`src/rtl/ame_sobel_pkg.sv`:
```
// Shared types and helpers for the AME Sobel tile engine.
package ame_sobel_pkg;

  typedef enum logic {
    SOBEL_ACROSS = 1'b0,
    SOBEL_ALONG  = 1'b1
  } sobel_mode_t;

  typedef enum logic [1:0] {
    IDLE,
    FILL,
    RUN,
    DONE
  } sobel_state_t;

  // Magnitude of a signed gradient, clamped to maxv.
  function automatic int sat_abs(input int g, input int maxv);
    int a;
    a = (g < 0) ? -g : g;
    return (a > maxv) ? maxv : a;
  endfunction

endpackage

```
`src/rtl/ame_sobel_array_if.sv`:
```
// Line-stream and tile-result bundle between the AME line memories and the Sobel engine.
interface ame_sobel_array_if #(
  parameter int BLK_SIZE       = 4,
  parameter int LINE_DATA_BITS = 7,
  parameter int COMP_DATA_BITS = 8
) ();

  logic                                                  comp_init_i;
  logic                                                  comp_mode_i;
  logic                                                  line_valid_i;
  logic [BLK_SIZE+1:0][LINE_DATA_BITS-1:0]               line_data_i;
  logic                                                  comp_busy_o;
  logic                                                  comp_done_o;
  logic [BLK_SIZE-1:0][BLK_SIZE-1:0][COMP_DATA_BITS-1:0] comp_data_o;

  modport master (
    output comp_init_i, comp_mode_i, line_valid_i, line_data_i,
    input  comp_busy_o, comp_done_o, comp_data_o
  );

  modport slave (
    input  comp_init_i, comp_mode_i, line_valid_i, line_data_i,
    output comp_busy_o, comp_done_o, comp_data_o
  );

endinterface

```
`src/rtl/ame_sobel_row.sv`:
```
// One result row: three consecutive lines in, BLK_SIZE saturated gradient magnitudes out.
module ame_sobel_row
  import ame_sobel_pkg::*;
#(
  parameter int BLK_SIZE       = 4,
  parameter int LINE_DATA_BITS = 7,
  parameter int COMP_DATA_BITS = 8
) (
  input  logic [BLK_SIZE+1:0][LINE_DATA_BITS-1:0] l0_i,
  input  logic [BLK_SIZE+1:0][LINE_DATA_BITS-1:0] l1_i,
  input  logic [BLK_SIZE+1:0][LINE_DATA_BITS-1:0] l2_i,
  input  sobel_mode_t                             mode_i,
  output logic [BLK_SIZE-1:0][COMP_DATA_BITS-1:0] res_o
);

  localparam int MAXV = (1 << COMP_DATA_BITS) - 1;

  for (genvar c = 0; c < BLK_SIZE; c++) begin : g_col
    int s0, s2, d0, d1, d2, g;

    always_comb begin
      s0 = int'(l0_i[c]) + 2 * int'(l0_i[c+1]) + int'(l0_i[c+2]);
      s2 = int'(l2_i[c]) + 2 * int'(l2_i[c+1]) + int'(l2_i[c+2]);
      d0 = int'(l0_i[c+2]) - int'(l0_i[c]);
      d1 = int'(l1_i[c+2]) - int'(l1_i[c]);
      d2 = int'(l2_i[c+2]) - int'(l2_i[c]);
      g  = (mode_i == SOBEL_ACROSS) ? (s2 - s0) : (d0 + 2 * d1 + d2);
    end

    assign res_o[c] = COMP_DATA_BITS'(sat_abs(g, MAXV));
  end

endmodule

```
`src/rtl/ame_sobel_array.sv`:
```
// Streaming Sobel tile engine: collects BLK_SIZE+2 lines and writes one result row per line from line 2 on.
module ame_sobel_array
  import ame_sobel_pkg::*;
#(
  parameter int BLK_SIZE       = 4,
  parameter int LINE_DATA_BITS = 7,
  parameter int COMP_DATA_BITS = 8
) (
  input logic               clk_i,
  input logic               rst_n_i,
  ame_sobel_array_if.slave  bus
);

  localparam int CW = $clog2(BLK_SIZE + 3);

  typedef logic [BLK_SIZE+1:0][LINE_DATA_BITS-1:0]               line_t;
  typedef logic [BLK_SIZE-1:0][BLK_SIZE-1:0][COMP_DATA_BITS-1:0] tile_t;

  sobel_state_t                           state_q, state_d;
  logic [CW-1:0]                          cnt_q, cnt_d;
  line_t                                  l0_q, l0_d, l1_q, l1_d;
  sobel_mode_t                            mode_q, mode_d;
  tile_t                                  data_q, data_d;
  logic                                   busy_q, busy_d;
  logic                                   done_q, done_d;
  logic [BLK_SIZE-1:0][COMP_DATA_BITS-1:0] row_res;

  ame_sobel_row #(
    .BLK_SIZE      (BLK_SIZE),
    .LINE_DATA_BITS(LINE_DATA_BITS),
    .COMP_DATA_BITS(COMP_DATA_BITS)
  ) u_row (
    .l0_i  (l0_q),
    .l1_i  (l1_q),
    .l2_i  (bus.line_data_i),
    .mode_i(mode_q),
    .res_o (row_res)
  );

  // Line 0 lands in L1 so the common shift path moves it to L0 when line 1 arrives.
  always_comb begin
    state_d = state_q;
    cnt_d   = cnt_q;
    l0_d    = l0_q;
    l1_d    = l1_q;
    mode_d  = mode_q;
    data_d  = data_q;
    if (bus.comp_init_i) begin
      state_d = FILL;
      cnt_d   = CW'(1);
      mode_d  = sobel_mode_t'(bus.comp_mode_i);
      l0_d    = '0;
      l1_d    = bus.line_data_i;
      data_d  = '0;
    end else begin
      case (state_q)
        FILL: if (bus.line_valid_i) begin
          l0_d    = l1_q;
          l1_d    = bus.line_data_i;
          cnt_d   = cnt_q + CW'(1);
          state_d = RUN;
        end
        RUN: if (bus.line_valid_i) begin
          l0_d  = l1_q;
          l1_d  = bus.line_data_i;
          cnt_d = cnt_q + CW'(1);
          for (int unsigned r = 0; r < BLK_SIZE; r++) begin
            if (cnt_q == CW'(r + 2)) data_d[r] = row_res;
          end
          if (cnt_q == CW'(BLK_SIZE + 1)) state_d = DONE;
        end
        DONE:    state_d = IDLE;
        default: state_d = IDLE;
      endcase
    end
    busy_d = (state_d == FILL) || (state_d == RUN);
    done_d = (state_d == DONE);
  end

  always_ff @(posedge clk_i or negedge rst_n_i) begin
    if (!rst_n_i) begin
      state_q <= IDLE;
      cnt_q   <= '0;
      l0_q    <= '0;
      l1_q    <= '0;
      mode_q  <= SOBEL_ACROSS;
      data_q  <= '0;
      busy_q  <= 1'b0;
      done_q  <= 1'b0;
    end else begin
      state_q <= state_d;
      cnt_q   <= cnt_d;
      l0_q    <= l0_d;
      l1_q    <= l1_d;
      mode_q  <= mode_d;
      data_q  <= data_d;
      busy_q  <= busy_d;
      done_q  <= done_d;
    end
  end

  assign bus.comp_busy_o = busy_q;
  assign bus.comp_done_o = done_q;
  assign bus.comp_data_o = data_q;

endmodule
```
`src/flat_wrapper.sv`:
```
// flat-port wrapper written by rule: the top's interface ports become plain ports
module ame_sobel_array_flat import ame_sobel_pkg::*;
#(
  parameter int BLK_SIZE       = 4,
  parameter int LINE_DATA_BITS = 7,
  parameter int COMP_DATA_BITS = 8
)
  (clk_i, rst_n_i, bus_comp_init_i, bus_comp_mode_i, bus_line_valid_i, bus_line_data_i, bus_comp_busy_o, bus_comp_done_o, bus_comp_data_o);
  ame_sobel_array_if #(.BLK_SIZE(BLK_SIZE), .LINE_DATA_BITS(LINE_DATA_BITS), .COMP_DATA_BITS(COMP_DATA_BITS)) bus_i ();
  input logic clk_i;
  input logic rst_n_i;
  input wire logic [$bits(bus_i.comp_init_i)-1:0] bus_comp_init_i;
  input wire logic [$bits(bus_i.comp_mode_i)-1:0] bus_comp_mode_i;
  input wire logic [$bits(bus_i.line_valid_i)-1:0] bus_line_valid_i;
  input wire logic [$bits(bus_i.line_data_i)-1:0] bus_line_data_i;
  output wire logic [$bits(bus_i.comp_busy_o)-1:0] bus_comp_busy_o;
  output wire logic [$bits(bus_i.comp_done_o)-1:0] bus_comp_done_o;
  output wire logic [$bits(bus_i.comp_data_o)-1:0] bus_comp_data_o;
  assign bus_i.comp_init_i = bus_comp_init_i;
  assign bus_i.comp_mode_i = bus_comp_mode_i;
  assign bus_i.line_valid_i = bus_line_valid_i;
  assign bus_i.line_data_i = bus_line_data_i;
  assign bus_comp_busy_o = bus_i.comp_busy_o;
  assign bus_comp_done_o = bus_i.comp_done_o;
  assign bus_comp_data_o = bus_i.comp_data_o;
  ame_sobel_array #(.BLK_SIZE(BLK_SIZE), .LINE_DATA_BITS(LINE_DATA_BITS), .COMP_DATA_BITS(COMP_DATA_BITS)) u_core (.clk_i(clk_i), .rst_n_i(rst_n_i), .bus(bus_i));
endmodule
```
`config.mk`:
```
export PLATFORM = sky130hd
export DESIGN_NAME = ame_sobel_array_flat
export DESIGN_NICKNAME = d
export VERILOG_FILES = /design/src/rtl/ame_sobel_pkg.sv /design/src/rtl/ame_sobel_array_if.sv /design/src/rtl/ame_sobel_row.sv /design/src/rtl/ame_sobel_array.sv /design/src/flat_wrapper.sv
export SDC_FILE = /design/constraint.sdc
export NUM_CORES = 1
export LEC_CHECK = 0
export CAP_MARGIN = 20
export CORE_MARGIN = 3
export CORE_UTILIZATION = 40
export DETAILED_ROUTE_END_ITERATION = 7
export PLACE_DENSITY_LB_ADDON = 0.05
export RECOVER_POWER = 25
export SKIP_LAST_GASP = 1
export SYNTH_ARGS = -nofsm -noshare
export SYNTH_HDL_FRONTEND = slang
export SYNTH_SLANG_ARGS = --single-unit
```
`constraint.sdc`:
```
create_clock -name clk_i -period 6.91 [get_ports clk_i]
set_input_delay 0.691 -clock clk_i [delete_from_list [all_inputs] [get_ports clk_i]]
set_output_delay 0.691 -clock clk_i [all_outputs]
set_load 0.02 [all_outputs]
```
Word-level counts from Yosys, hierarchy flattened. Index checks and enable logic that the tools add are counted.

Register bits after elaboration: 220. Memory bits (read-only): 0. Input port bits: 47. Output and inout port bits: 130. RAM bits: 0. Memories: 0. Bits in latches: 0.

Add/sub/neg operators: 45. Shifts and indexed selects: 0. Eq/ne operators: 9. Divide/modulo/power cells: 0. Reductions and logical operators: 14. Multiply operators: 0. Multiplexer cells: 33. Order comparisons: 8. Bitwise operators: 0.

Operators by type and width (number): $mux W128 (3); $mux W32 (12); $mux W42 (6); $gt A32 B9 Y1 const B (4); $lt A32 B1 Y1 const B (4); $neg A32 Y32 (4); $sub A7 B7 Y8 (12); $add A9 B7 Y10 (8); $add A7 B8 Y9 (8); $add A10 B8 Y11 (4); $sub A10 B10 Y11 (4); $add A8 B9 Y10 (4); $mux W8 (4); $reduce_bool A2 Y1 (7); $reduce_and A3 Y1 (4); $mux W3 (3); $mux W2 (4); $eq A2 B2 Y1 const B (3); $eq A3 B2 Y1 const B (2); $eq A3 B3 Y1 const B (2); $eq A2 B1 Y1 const B (2); $pmux W2 S2 (1); $add A3 B1 Y3 const B (1); $reduce_and A2 Y1 (1); 2 further kinds (2).

Logic depth before layout (Yosys ltp).
Word-level depth: 12. Gate-level depth with buffers: 25. Depth with buffers taken out: 23.

By module. Synthesis repeated with hierarchy kept, for this count alone.

Cells, all modules: 2204. Area, all modules: 20699.9 sq um.

Modules (own cells, without submodules): ame_sobel_row (sequential area each 0.0 sq um, cells an instance 1498, area each 12224.2 sq um, instances 1); ame_sobel_array (sequential area each 5505.3 sq um, cells an instance 706, area each 8475.6 sq um, instances 1).

Worst setup path after synthesis. No wires, ideal clock.

Path kind: input to register. Start point: input bus_line_data_i[2]. End point: register u_core.data_q, in the netlist u_core.bus.comp_data_o[33]. Slack: 1.743 ns. Arrival time: 5.023 ns. Stages on the path: 17. Required time: 6.765 ns. Setup time: 0.145 ns. Path buffers: 0. Path through: inv_1 > fa_1 > inv_1 > fa_1 > inv_1 > fa_1 > inv_1 > ha_1 > a211oi_1 > nor3b_1 > mux2_2 > a211o_1 > nor4_1 > mux2i_1 > a21oi_2 > a211oi_1 > a211oi_1.

Cells in the longest elaborated chain, start to end: 12. Elaborated cells between the ends (all ways): 15.

Ends and longest elaborated chain: from (decl) (RTL line flat_wrapper.sv:15) `input wire logic [$bits(bus_i.line_data_i)-1:0] bus_line_data_i;`; $add A7 B8 Y9 (RTL line ame_sobel_row.sv:23) `s2 = int'(l2_i[c]) + 2 * int'(l2_i[c+1]) + int'(l2_i[c+2]);`; $add A9 B7 Y10 (RTL line ame_sobel_row.sv:23); $sub A10 B10 Y11 (RTL line ame_sobel_row.sv:27) `g = (mode_i == SOBEL_ACROSS) ? (s2 - s0) : (d0 + 2 * d1 + d2);`; $mux W32 * (RTL line ame_sobel_row.sv:27); $neg A32 Y32 or $lt A32 B1 Y1 (tied branches) (RTL line ame_sobel_pkg.sv:19) `a = (g < 0) ? -g : g;`; $mux W32 * (RTL line ame_sobel_pkg.sv:19); $gt A32 B9 Y1 (RTL line ame_sobel_pkg.sv:20) `return (a > maxv) ? maxv : a;`; $mux W8 * (RTL line ame_sobel_pkg.sv:20); $mux W32 * (RTL line ame_sobel_array.sv:68) `if (cnt_q == CW'(r + 2)) data_d[r] = row_res;`; $mux W128 * (RTL line ame_sobel_array.sv:63) `RUN: if (bus.line_valid_i) begin`; $mux W128 * (RTL line ame_sobel_array.sv:56) `case (state_q)`; $mux W128 * (RTL line ame_sobel_array.sv:48) `if (bus.comp_init_i) begin`; to (signal assigned) (RTL line ame_sobel_array.sv:96) `data_q <= data_d;`; to (decl) (RTL line ame_sobel_array.sv:23) `tile_t data_q, data_d;`.

Every way passes the cells marked *; elsewhere a longest branch is shown, timed or not. The select of a mux whose other input is x is not followed. A chain may end at the register's enable or synchronous reset.

Worst setup path after layout.
Start point: input bus_line_data_i[8]. End point: register u_core.data_q, in the netlist u_core.bus.comp_data_o[97].

Cells in the longest elaborated chain, start to end: 12. Elaborated cells between the ends (all ways): 13.

Ends and longest elaborated chain (RTL line): $add A7 B8 Y9 * (ame_sobel_row.sv:23); $add A9 B7 Y10 * (ame_sobel_row.sv:23); $sub A10 B10 Y11 * (ame_sobel_row.sv:27); $mux W32 * (ame_sobel_row.sv:27); $neg A32 Y32 or $lt A32 B1 Y1 (tied branches) (ame_sobel_pkg.sv:19); $mux W32 * (ame_sobel_pkg.sv:19); $gt A32 B9 Y1 (ame_sobel_pkg.sv:20); $mux W8 * (ame_sobel_pkg.sv:20); $mux W32 * (ame_sobel_array.sv:68); $mux W128 * (ame_sobel_array.sv:63); $mux W128 * (ame_sobel_array.sv:56); $mux W128 * (ame_sobel_array.sv:48).

Marks and branches as above.

==> summary.txt <==
STA
  • Setup tns final: 0 ns
  • Worst slew pin tran: just over 5 ns
  • Headroom to the max-slew limit: -242%
  • Setup-failing EPs final: 0
  • Fin crit period: a little over 6 ns
  • Final worst path period share: around nine tenths
  • Final-report hold violation count: 0
  • Highest clock rate: 162 MHz
  • Worst Clk Skew: 0.0131 ns
  • Final Max Slew Viols: roughly 100
  • RSZ-0062 raised after global routing: false

Drt
  • WL met2: roughly 27000 um
  • Number of routed nets with antenna violations: 0
  • Initial DRC Count: 1021
  • Drt pass-1 iters: 5
  • WL met1: slightly below 30000 um
  • DR WL/cell: 20.0 um
  • Vias per std cell: 5.18
  • Via count: between 15000 and 20000
  • Met3 routed WL: around 3000 um
  • DRC: 0
  • Routed WL: between 60000 and 70000 um
  • Uppermost layer routed: met5

Synth
  • Most frequent cell after synthesis: inv_1
  • Mapped Cells: ~2200
  • Seq cells post-synth: 220
  • Sequential share of the synthesized area: 27.3%
  • Async set or reset register ratio after synthesis: 100%
  • Yosys Warn Count: 0
  • Top FF cell, synth: dfrtp_1
  • Avg Cell Area, Syn: 9.18 um2
  • Top cell type's share of synthesized area: 27.3%
  • Leading post-synthesis cells by cell area: dfrtp_1 27%, fa_1 16%, ha_1 11%
  • Synth Net Count: 2578
  • Post-synth cell types: slightly above 80
  • Synth cell count leaders: 384 x inv_1, 220 x dfrtp_1, 189 x nor2_1
  • Area leader, netlist: dfrtp_1
  • Mapped cell area: 0.0201 mm2
  • Number of synthesized flops with an enable pin: 0

Floorplanning
  • # rows: between 80 and 90
  • Die Area: 0.0531 mm2
  • Core area: 0.0494 mm2
  • IO Pins: approximately 180
  • Chip width: about 230 um
  • Die Span Y: 230 um
  • Initial Util: between 40% and 50%

Worst setup path
  • Req. time, crit path: 7.32 ns
  • Critical path type: in -> reg
  • CP arrival: ~6.6 ns
  • CP endpoint kind: register
  • Crit Path Max Fanout: 6
  • Setup crit start kind: input port

Finish
  • Layout fillers: between 4000 and 5000
  • Syn-to-layout area delta: 16.3%
  • Post-route cell area: 0.0234 mm2
  • Share of cells above drive strength 1: between 6 and 7%
  • Ant. Diodes: 0
  • Final layout net count: around 2700

Clock network
  • CTS clk-pin slew, worst paths: 0.06 ns
  • Root Buffer: clkbuf_16
  • H-tree levels: 1
  • Clk sinks: 220
  • CTS tree: done
  • Clock latency on the worst-skew pair: between 0.5 and 0.6 ns
  • Cts hold-fix bufs: 0
  • Resize count post-CTS: 0
  • CTS buffer count: 28
  • Maximum buffer depth of the clock tree: 3
  • Setup Buffers After CTS: 0

Placed design
  • GPL Wtd Cong: roughly 0.87
  • Post-DP HPWL: roughly 48000 um
  • Port Buffer Count: 176
  • Placed cell areas: approximately 0.023 mm2

GRT
  • Initial antenna violation count: 1
  • Vias in the first global route: 15600
  • Global route overflow: 0
  • First-pass GRT wire length: 95200 um
  • GRT Util Overall: a little under a quarter
  • Largest net degree at the start of global routing: roughly 120

Power
  • Pwr Total: just under 10 mW
  • Maximum vdd drop: roughly 0.19 mV
  • P_leak: roughly 11 nW
  • Power density cells: between 400 and 500 mW/mm2

Outcome
  • Failing checks: max-capacitance violations, max-slew violations
  • Status: finished, violations left

Run
  • Max Cap Violations: 1

Min path
  • Type of the tightest min-delay check: reg -> reg
sequential cells by signal, summed over array words and instances, names as in the netlist:
name / count
u_core.bus.comp_done_o: 1
u_core.bus.comp_busy_o: 1
u_core.l0_q: 42
u_core.mode_q: 1
u_core.bus.comp_data_o: 128
u_core.state_q: 2
u_core.l1_q: 42
u_core.cnt_q: 3
per-stage QoR:
| stage | cells | hold slack (ns) | util [%] | setup WS [ns] |
|---|---|---|---|---|
| 3_3_place_gp | 2981 | 0.461 | 45.7 | 0.256 |
| 2_1_floorplan | 2194 | 0.395 | - | 1.74 |
| 4_1_cts | 3028 | 0.176 | 47.5 | 0.746 |
| 6_report | 3028 | 0.478 | 47.5 | 0.718 |
| 5_1_grt | 3028 | 0.510 | 47.5 | 0.268 |
| 3_5_place_dp | 2982 | 0.470 | 45.7 | 0.144 |
final timing paths:
path / slack (ns) / from / depth (start not counted) / endpoint
min in group asynchronous: 2.13 / rst_n_i / 1 / u_core.bus.comp_data_o[0]
max in group asynchronous: 1.77 / rst_n_i / 1 / u_core.l1_q[24]
max: 0.72 / bus_line_data_i[8] / 18 / u_core.bus.comp_data_o[97]
min reg2reg: 0.48 / u_core.l1_q[12] / 2 / u_core.l1_q[12]
min: 0.48 / u_core.l1_q[12] / 2 / u_core.l1_q[12]
max reg2reg: 0.93 / u_core.l0_q[8] / 16 / u_core.bus.comp_data_o[97]
placed cells by master, fill, tap and decap left out, types with 18 or more instances in the layout:
cell	n
dfrtp_1	219
nand2_1	133
buf_4	25
a21oi_1	98
a21o_1	30
o21ai_0	132
clkbuf_16	28
fa_1	156
mux2i_1	25
nand3_1	25
a211oi_2	28
xnor2_1	60
ha_1	181
nand2b_1	40
nor2b_1	26
a211oi_1	73
xor2_1	31
nor2_1	189
inv_1	384
clkdlybuf4s50_1	174
o41ai_1	18
worst max-delay path, cell delays in order:
cell             delay [ns]
clkdlybuf4s50_1        0.58
inv_1                  0.23
fa_1                   0.56
inv_1                  0.05
fa_1                   0.49
inv_1                  0.06
fa_1                   0.53
inv_1                  0.06
ha_1                   0.27
a211oi_1               0.09
nor3b_1                0.53
mux2_2                 0.41
a211o_1                0.34
nor4_1                 0.36
mux2i_1                0.40
a21oi_2                0.16
a211oi_1               0.62
a211oi_1               0.16
cell type report:
cell class | instances | area [um2] | area share, %
clock buffer | 40 | 826 | 3.52
clock inverter | 6 | 55.1 | 0.235
inverter | 385 | 1450 | 6.17
multi-input combinational | 1511 | 12800 | 54.6
sequential | 220 | 5510 | 23.5
tap | 664 | 831 | 3.54
timing repair buffer | 202 | 1990 | 8.48
routing by layer:
metal / global-route usage, % / vias up
li1: - / 7667
met1: 34.0 / 7589
met2: 36.5 / 361
met3: 3.34 / 53
met4: 3.22 / 2
met5: 0 / -
kinds of logic (layout without fill, tap and decap cells):
kind of cell / Yosys count / count (layout) / share of synthesized area [%]
flops: 220 / 220 / 27.3
fa+ha+maj: 337 / 337 / 26.7
compound gates: 522 / 522 / 18.1
xor+xnor: 91 / 91 / 3.96
buf+inv: 463 / 633 / 9.32
simple gates: 526 / 526 / 12.8
mux: 35 / 35 / 1.80
report_power, final:
group	total [mW]	leakage, nW	internal [mW]	switching [mW]
combinational	7.08	7.27	2.70	4.38
sequential	1.39	2.96	1.34	0.0529
clock	1.41	0.438	0.823	0.589
Note: power is estimated with default switching activity, not from simulation.
